### config.mk
export PLATFORM = sky130hd
export DESIGN_NAME = instr_queue
export DESIGN_NICKNAME = d
export VERILOG_FILES = /design/src/rtl/tpu_pkg.sv /design/src/rtl/sync_fifo.sv /design/src/rtl/instr_queue.sv
export SDC_FILE = /design/constraint.sdc
export NUM_CORES = 1
export LEC_CHECK = 0
export ABC_AREA = 1
export BUFFER_PORTS_ARGS = -buffer_cell sky130_fd_sc_hd__buf_2
export CORE_UTILIZATION = 25
export CTS_CLUSTER_SIZE = 28
export DETAILED_ROUTE_END_ITERATION = 7
export GPL_TIMING_DRIVEN = 0
export RECOVER_POWER = 50
export SYNTH_ARGS = -nofsm -noshare
export SYNTH_HDL_FRONTEND = slang
export SYNTH_SLANG_ARGS = --single-unit
### constraint.sdc
create_clock -name clk -period 6.3 [get_ports clk]
set_input_delay 0.945 -clock clk [delete_from_list [all_inputs] [get_ports clk]]
set_output_delay 0.945 -clock clk [all_outputs]
set_load 0.02 [all_outputs]
### src/rtl/tpu_pkg.sv
// Shared TPU types: host word, decoded instruction and the 80-bit unpacking helper.
// Latency: n/a (types and a pure function). Backpressure: n/a.
// INSTR_WORDS host words make up one instruction.
package tpu_pkg;

  localparam int INSTR_WORDS = 3;
  localparam int INSTR_BITS  = 80;

  typedef logic [31:0] word_type;

  // Field order MSB-first, so the packed layout matches the raw 80-bit assembly.
  typedef struct packed {
    logic [23:0] buff_addr;
    logic [15:0] acc_addr;
    logic [31:0] length;
    logic [7:0]  opcode;
  } instr_type;

  function automatic instr_type bit_to_instr(input logic [INSTR_BITS-1:0] b);
    instr_type t;
    t.buff_addr = b[79:56];
    t.acc_addr  = b[55:40];
    t.length    = b[39:8];
    t.opcode    = b[7:0];
    return t;
  endfunction

endpackage

### src/rtl/sync_fifo.sv
// Single-clock FIFO with registered storage; head is read straight from storage.
// Latency: push visible at the head one cycle later. Backpressure: push ignored when full, pop ignored when empty.
// clear and rst_n flush pointers and count; storage contents are never reset.
module sync_fifo #(
  parameter int WIDTH = 80,
  parameter int DEPTH = 8
) (
  input  logic                     clk,
  input  logic                     rst_n,
  input  logic                     clear,
  input  logic                     push,
  input  logic [WIDTH-1:0]         push_dat,
  input  logic                     pop,
  output logic [WIDTH-1:0]         pop_dat,
  output logic [$clog2(DEPTH):0]   count,
  output logic                     full,
  output logic                     empty
);

  localparam int PTR_W = $clog2(DEPTH);
  localparam int CNT_W = PTR_W + 1;
  localparam logic [CNT_W-1:0] DEPTH_C = CNT_W'(DEPTH);

  logic [WIDTH-1:0] mem [DEPTH];
  logic [PTR_W-1:0] wr_ptr;
  logic [PTR_W-1:0] rd_ptr;
  logic             push_ok;
  logic             pop_ok;

  assign full    = (count == DEPTH_C);
  assign empty   = (count == '0);
  assign push_ok = push && !full && !clear;
  assign pop_ok  = pop && !empty && !clear;
  assign pop_dat = mem[rd_ptr];

  always_ff @(posedge clk) begin
    if (push_ok) mem[wr_ptr] <= push_dat;
  end

  // Power-of-two depth: pointers wrap by natural overflow.
  always_ff @(posedge clk) begin
    if (!rst_n || clear) begin
      wr_ptr <= '0;
      rd_ptr <= '0;
      count  <= '0;
    end else begin
      if (push_ok) wr_ptr <= wr_ptr + PTR_W'(1);
      if (pop_ok)  rd_ptr <= rd_ptr + PTR_W'(1);
      case ({push_ok, pop_ok})
        2'b10:   count <= count + CNT_W'(1);
        2'b01:   count <= count - CNT_W'(1);
        default: count <= count;
      endcase
    end
  end

endmodule

### src/rtl/instr_queue.sv
// Assembles three 32-bit host words into one 80-bit instruction and queues it for the control unit.
// Latency: third accepted word to instr_valid is 1 cycle. Backpressure: wr_ready drops only on the final word while full.
// A pop in the same cycle does not reopen wr_ready; clear beats both write and pop.
module instr_queue
  import tpu_pkg::*;
#(
  parameter int FIFO_DEPTH = 8
) (
  input  logic                          clk,
  input  logic                          rst_n,
  input  logic                          clear,
  input  logic                          wr_en,
  input  word_type                      wr_data,
  output logic                          wr_ready,
  output logic                          instr_valid,
  output instr_type                     instr,
  input  logic                          instr_ready,
  output logic [$clog2(FIFO_DEPTH):0]   count,
  output logic                          full,
  output logic                          empty
);

  logic [1:0]            word_idx;
  word_type              stage0;
  word_type              stage1;
  logic                  last_word;
  logic                  accept;
  logic                  push;
  logic [INSTR_BITS-1:0] push_dat;
  logic [INSTR_BITS-1:0] head_dat;

  assign last_word   = (word_idx == 2'(INSTR_WORDS - 1));
  assign wr_ready    = !(last_word && full);
  assign accept      = wr_en && wr_ready && !clear;
  assign push        = accept && last_word;
  assign push_dat    = {wr_data[15:0], stage1, stage0};
  assign instr       = bit_to_instr(head_dat);
  assign instr_valid = !empty;

  always_ff @(posedge clk) begin
    if (!rst_n || clear) begin
      word_idx <= '0;
    end else if (accept) begin
      word_idx <= last_word ? 2'd0 : word_idx + 2'd1;
    end
  end

  // Partial words never reach the FIFO, so instr cannot show a half-built instruction.
  always_ff @(posedge clk) begin
    if (accept && word_idx == 2'd0) stage0 <= wr_data;
    if (accept && word_idx == 2'd1) stage1 <= wr_data;
  end

  sync_fifo #(
    .WIDTH (INSTR_BITS),
    .DEPTH (FIFO_DEPTH)
  ) u_fifo (
    .clk      (clk),
    .rst_n    (rst_n),
    .clear    (clear),
    .push     (push),
    .push_dat (push_dat),
    .pop      (instr_ready),
    .pop_dat  (head_dat),
    .count    (count),
    .full     (full),
    .empty    (empty)
  );

endmodule
==> flow_metrics.tcl, run 1 <==
set metrics [dict create \
    post-route-util_pct 30.2 \
    wl_per_cell_um 20.7 \
    grt_pass1_vias 15900 \
    synth_compound_area_share_pct 9.84 \
    power_density_mw_per_mm2 286 \
    setup_violations 0 \
    setup-tns-final_ns 0 \
    drtAntennaViolNets 0 \
    fillCellCount 10500 \
    tightest_slew_ns 1.09 \
    outcome "finished, final reports clean" \
    p_clk_share_pct 43.0 \
    worstPathMaxFanout 10 \
    drt_iter0_drc 1634 \
    synth_xor_area_share_pct 0.0641 \
    layout.nets 2251 \
    hold_buffers 0 \
    cts_tree "built" \
    cts.sinks 719 \
    arrival_ns 3.54 \
    cp-end-kind "output port" \
    start_util_pct 25.4 \
    cts_resized 0 \
    grt_pass1_wl_um 109000 \
    hpwl_um 49400 \
    die_area_sq_mm 0.111 \
    coreArea_sq_mm 0.108 \
    synth_flop_cell "edfxtp_1" \
    synthMuxAreaShare_pct 0 \
    first_pass_iters 7 \
    synth_cells 1981 \
    yosys.area.top_type "edfxtp_1" \
    synthMostInstantiatedCell "edfxtp_1" \
    fin_crit_sh_pct 71.3 \
    yosys.area_share.simple_pct 8.50 \
    ys_ff_latch 719 \
    grt.total_usage_pct 13.4 \
    die_width_um 333 \
    fmax_mhz 223 \
    synth_edf_count 704 \
    grt_max_degree 28 \
    critPathLaunchType "flop" \
    clock_latency_ns 0.62 \
    fp.dieH_um 333 \
    synth_area_leaders "edfxtp_1 77%, nor2_1 7.9%, o21ai_0 3.9%" \
    netlist_area_sq_mm 0.0273 \
    syn_area_per_cell_sq_um 13.8 \
    intPower_mw 7.48 \
    clockBufferDepth 3 \
    htree_levels 3 \
    antenna_found_initial 13 \
    dr_total_vias 16600 \
    gp_congestion 0.766 \
    yosysUniqueCellTypes 25 \
    post_cts_buffers 0 \
    p_switching_mw 1.82 \
    async_flop_share_pct 0 \
    p_seq_share_pct 56.5 \
    synth_top_family_by_area "compound AO/OA/AOI/OAI gates" \
    syn2layout_area_growth_pct 18.9 \
    numPortBuffers 124 \
    critical_path_class "flop to output port" \
    ir_drop_v 0.000168 \
    io_pins 125 \
    hold_viol_final 0 \
    drive_above_1_share_pct 12.6 \
    hold_path_class "flop to flop" \
    synth_top_area_share_pct 77.4 \
    sw_frac_of_total_pct 19.6 \
    synth_common_cells "704 x edfxtp_1, 576 x nor2_1, 213 x o21ai_0" \
    p_leak_nw 10.5 \
    drc 0 \
    synth-adder-area-share_pct 0.229 \
    grt.overflow.total 0 \
    skew_ns 0.0192 \
    max_cap_viol_count 0 \
    yosysWarnings 0 \
    finalWirelength_um 75900 \
    relSlewSlack_pct 26.7 \
    seq_area_frac_synth_pct 78.5 \
    cts_buffers 68 \
    required_ns 5.35 \
    cts_root_buffer "clkbuf_16" \
    finalMaxSlewViolations 0 \
    combPwrFrac_pct 0.6 \
    vias_per_cell 4.53 \
    cts.clk_slew.worst_paths_ns 0.06 \
    grt_setup_unrepaired "no" \
    synthesis.nets 2023 \
    num_rows 120 \
    fin_crit_ns 4.49 \
]
path summary, 6_finish.rpt:
kind	slack (ns)	endpoint	cells past startpoint	startpoint
worst max-delay path	1.81	instr[75]	6	flop
worst min-delay path	0.48	u_fifo.rd_ptr[2]	2	u_fifo.rd_ptr[2]
worst max register to register	2.97	stage1[16]	7	word_idx[0]
worst min register to register	0.48	u_fifo.rd_ptr[2]	2	u_fifo.rd_ptr[2]
final cells by class:
cell class | count | area [sq um] | area share [%]
clock inverters | 38 | 324 | 0.998
inverters | 24 | 90.1 | 0.277
flip-flops and latches | 719 | 21400 | 66.0
well taps | 1403 | 1760 | 5.41
diodes | 1 | 2.50 | 0.00771
repair buffers | 158 | 1180 | 3.64
plain buffers | 122 | 698 | 2.15
multi-input cells | 1116 | 5150 | 15.9
clock buffers | 85 | 1830 | 5.63
registers in the layout, indices dropped and copies added (netlist names), named ones only:
name           flops
u_fifo.wr_ptr      3
u_fifo.count       4
stage1            32
stage0            32
u_fifo.mem       640
u_fifo.rd_ptr      3
word_idx           2
cell families (layout without fill, tap and decap cells):
logic type | count (synthesis) | after routing
flops | 719 | 719
buf+inv | 146 | 427
xor+xnor | 2 | 2
simple gates | 612 | 612
other cells | 0 | 1
fa+ha+maj | 5 | 5
compound gates | 497 | 497
power groups by stage:
stage / Combinational (mW) / Clock (mW) / Sequential [mW]
after floorplan: 0.00927 / 0 / 5.34
after global placement: 0.0562 / 0 / 5.35
after detailed placement: 0.0617 / 0 / 5.35
after CTS: 0.0617 / 4.04 / 5.25
after global routing: 0.0585 / 4.21 / 5.25
final: 0.0546 / 3.99 / 5.25
per-stage QoR:
step	setup slack, ns	cell area (sq um)	cells	power (mW)	hold WS, ns
final	1.81	32500	3666	9.30	0.476
after global routing	1.73	32500	3665	9.51	0.491
after floorplan	0.889	27300	1981	5.35	0.433
after CTS	1.84	32600	3665	9.35	0.469
after detailed placement	2.48	30400	3542	5.41	0.452
after global placement	-2.91	29700	3508	5.41	0.460
critical path: stages (launching register included):
cell and delay (ns):
dfxtp_1 0.31, inv_2 0.30, clkbuf_1 0.80, clkbuf_1 0.53
nor2_1 0.10, a31oi_1 0.59, buf_2 0.29
cells in the final DEF, fill, tap and decap left out, types with 5 or more instances in the layout:
cell	n
edfxtp_1	704
nor2_1	568
o21ai_0	213
o21ai_1	112
clkbuf_1	110
buf_2	108
o22ai_1	80
a31oi_1	80
clkbuf_16	71
buf_6	22
nand2_1	22
inv_1	21
buf_12	19
buf_4	16
dfxtp_1	15
clkinv_2	13
a21oi_1	12
clkinv_1	11
buf_1	8
nor2_4	8
nand3_1	7
buf_16	6
ha_1	5
metal layers:
| layer | GRT usage (%) | wire length [um] |
|---|---|---|
| met1 | 17.4 | 31600 |
| met2 | 22.1 | 36300 |
| met3 | 2.58 | 5660 |
| met4 | 4.81 | 2290 |
| met5 | 0 | 63 |
(Power assumes the default switching activity.)
==> run 2, diff against run 1 <==
- ABC_AREA: 1 -> 0
- clock period: 6.3 -> 4.68 ns (I/O delays scaled with it)
==> run 2 against run 1 <==
The run now ends with design-rule violations, max-capacitance violations, max-slew violations left. Largest power group unchanged. Area after synthesis decreased by 2.3%. Core utilization rose by 0.76 points. Critical path depth stayed put. Critical endpoint is now instr[34]. Die area fell by 2.2%.
==> flow_metrics.tcl, run 2 <==
set metrics [dict create \
    outcome "finished with violations" \
    violations "design-rule violations, max-capacitance violations, max-slew violations" \
    relSlewSlack_pct -25.0 \
    grt.overflow.total 0 \
    finalMaxSlewViolations 21 \
    seq_area_frac_synth_pct 80.3 \
    reg_top3 "u_fifo.mem x640, stage0 x32, stage1 x32" \
    synthesis.nets 1124 \
    fin_ws_ns 0.609 \
    clockBufferDepth 3 \
    setup_violations 0 \
    async_flop_share_pct 0 \
    hold_path_class "input port to flop" \
    min_to "stage1[25]" \
    critPathLaunchType "flop" \
    layout_commonest_cell "edfxtp_1" \
    drtAntennaViolNets 0 \
    hold_viol_final 0 \
    intPower_mw 10.7 \
    syn2layout_area_growth_pct 22.3 \
    hpwl_um 39900 \
    grt_pass1_vias 12700 \
    dr_total_vias 12000 \
    power_density_mw_per_mm2 404 \
    grt_setup_unrepaired "no" \
    max_cap_viol_count 1 \
    hp-start "wr_data[25]" \
    fmax_mhz 246 \
    skew_ns 0.0335 \
    htree_levels 3 \
    synth_flop_cell "edfxtp_1" \
    die_area_sq_mm 0.108 \
    netlist_area_sq_mm 0.0267 \
    regMostFlops "u_fifo.mem" \
    synthMostInstantiatedCell "edfxtp_1" \
    vias_per_cell 4.30 \
    cts_tree "built" \
    antenna_found_initial 2 \
    reg2reg_slack_ns 1.23 \
    cp-end-kind "output port" \
    yosysWarnings 0 \
    layout.nets 1376 \
    combPwrFrac_pct 0.5 \
    grt_max_degree 21 \
    fin_crit_ns 4.07 \
    total_power_mw 13.2 \
    wl_per_cell_um 22.3 \
    worstPathMaxFanout 10 \
    synth_cells 1082 \
    met3_usage_pct 2.86 \
    required_ns 3.98 \
    drive_above_1_share_pct 37.4 \
    drc 14 \
    rr_endpoint "stage0[18]" \
    cts.sinks 719 \
    numPortBuffers 124 \
    num_rows 119 \
    start_util_pct 25.3 \
    synth_top_area_share_pct 79.2 \
    fin_crit_sh_pct 87.0 \
    hold_buffers 0 \
    drt_iter0_drc 1068 \
    tightest_slew_ns 1.87 \
    top_usage_layer "met2" \
    ys_ff_latch 719 \
    setup-tns-final_ns 0 \
    p_leak_nw 9.98 \
    grt_pass1_wl_um 90100 \
    gp_congestion 0.695 \
    arrival_ns 3.37 \
    die_width_um 329 \
    final_cell_mix "704 x edfxtp_1, 160 x mux4_2, 109 x buf_2" \
    post_cts_buffers 0 \
    p_clk_share_pct 45.9 \
    critical_path_class "flop to output port" \
    p_seq_share_pct 53.6 \
    first_pass_iters 7 \
    grt_util_met2_pct 18.7 \
    r2r_start "word_idx[0]" \
    r2r_cells 3 \
    synth_area_leaders "edfxtp_1 79%, mux4_2 13%, mux2_2 3.4%" \
    io_pins 125 \
    p_switching_mw 2.54 \
    finalWirelength_um 62100 \
    sw_frac_of_total_pct 19.3 \
    yosysUniqueCellTypes 33 \
    place_ws_ns 1.20 \
    synth_common_cells "704 x edfxtp_1, 160 x mux4_2, 80 x mux2_2" \
    largest_reg_flops 640 \
    cts_resized 0 \
    ir_drop_v 0.000220 \
    cts_buffers 76 \
    holdPathStages 1 \
    cts_root_buffer "clkbuf_16" \
    clock_latency_ns 0.63 \
    coreArea_sq_mm 0.106 \
    synth_edf_count 704 \
    met1_usage_pct 15.4 \
    fp.dieH_um 329 \
    grt.total_usage_pct 11.6 \
    yosys.area.top_type "edfxtp_1" \
    cts.clk_slew.worst_paths_ns 0.06 \
    syn_area_per_cell_sq_um 24.7 \
]
run 2: area by class of cell:
| cell class | count | area (sq um) |
|---|---|---|
| inverter | 2 | 7.51 |
| fill | 9963 | 72900 |
| tap | 1391 | 1740 |
| clock inverter | 41 | 518 |
| clock buffer | 95 | 1990 |
| antenna | 1 | 2.50 |
| sequential | 719 | 21400 |
| multi-input combinational | 312 | 5050 |
| buffer | 49 | 287 |
| timing repair buffer | 174 | 1610 |
run 2: routing by layer:
| layer | up-vias | wire, um |
|---|---|---|
| met4 | 4 | 1340 |
| met3 | 85 | 3790 |
| met2 | 320 | 30100 |
| li1 | 5124 | - |
| met5 | - | 23 |
| met1 | 6440 | 26800 |
run 2: cell families after synthesis:
group                    Yosys count  share of synthesized area (%)
AO/OA/AOI/OAI                      9                          0.216
XOR/XNOR                           7                          0.230
adder cells (fa/ha/maj)            5                          0.234
buffers and inverters             51                           1.10
flip-flops                       719                           80.3
multiplexers                     243                           17.0
AND/OR/NAND/NOR                   48                          0.933
run 2: worst max-delay path, stage by stage, from the launching register on:
cell and delay [ns]:
dfxtp_1 0.31, buf_2 0.39, buf_2 0.42, clkbuf_1 0.66, mux4_2 0.41, mux2_2 0.35
buf_2 0.18
run 2: power groups by stage:
stage / combinational [mW] / sequential (mW) / clock (mW)
after global routing: 0.0723 / 7.08 / 6.46
after global placement: 0.0683 / 7.21 / 0
after CTS: 0.0757 / 7.07 / 6.21
final: 0.0662 / 7.08 / 6.06
after floorplan: 0.0144 / 7.20 / 0
after detailed placement: 0.0754 / 7.21 / 0
run 2: worst max path at each step:
stage,to,cells after the start,from,slack (ns)
detailed placement,instr[20],6,flop,1.20
finish,instr[34],6,flop,0.61
global placement,u_fifo.mem[6][74],4,clear,-4.83
global route,instr[34],6,flop,0.47
CTS,instr[20],6,flop,0.50
floorplan,u_fifo.mem[7][0],3,wr_en,-0.44
run 2: metrics by stage:
stage,std cells,hold slack (ns),util (%),instance area (sq um)
2_1_floorplan,1082,0.454,-,26700
3_3_place_gp,2597,0.492,27.6,29100
3_5_place_dp,2647,0.476,28.6,30200
4_1_cts,2783,0.227,31.0,32700
5_1_grt,2783,0.238,30.9,32600
6_report,2784,0.288,30.9,32600
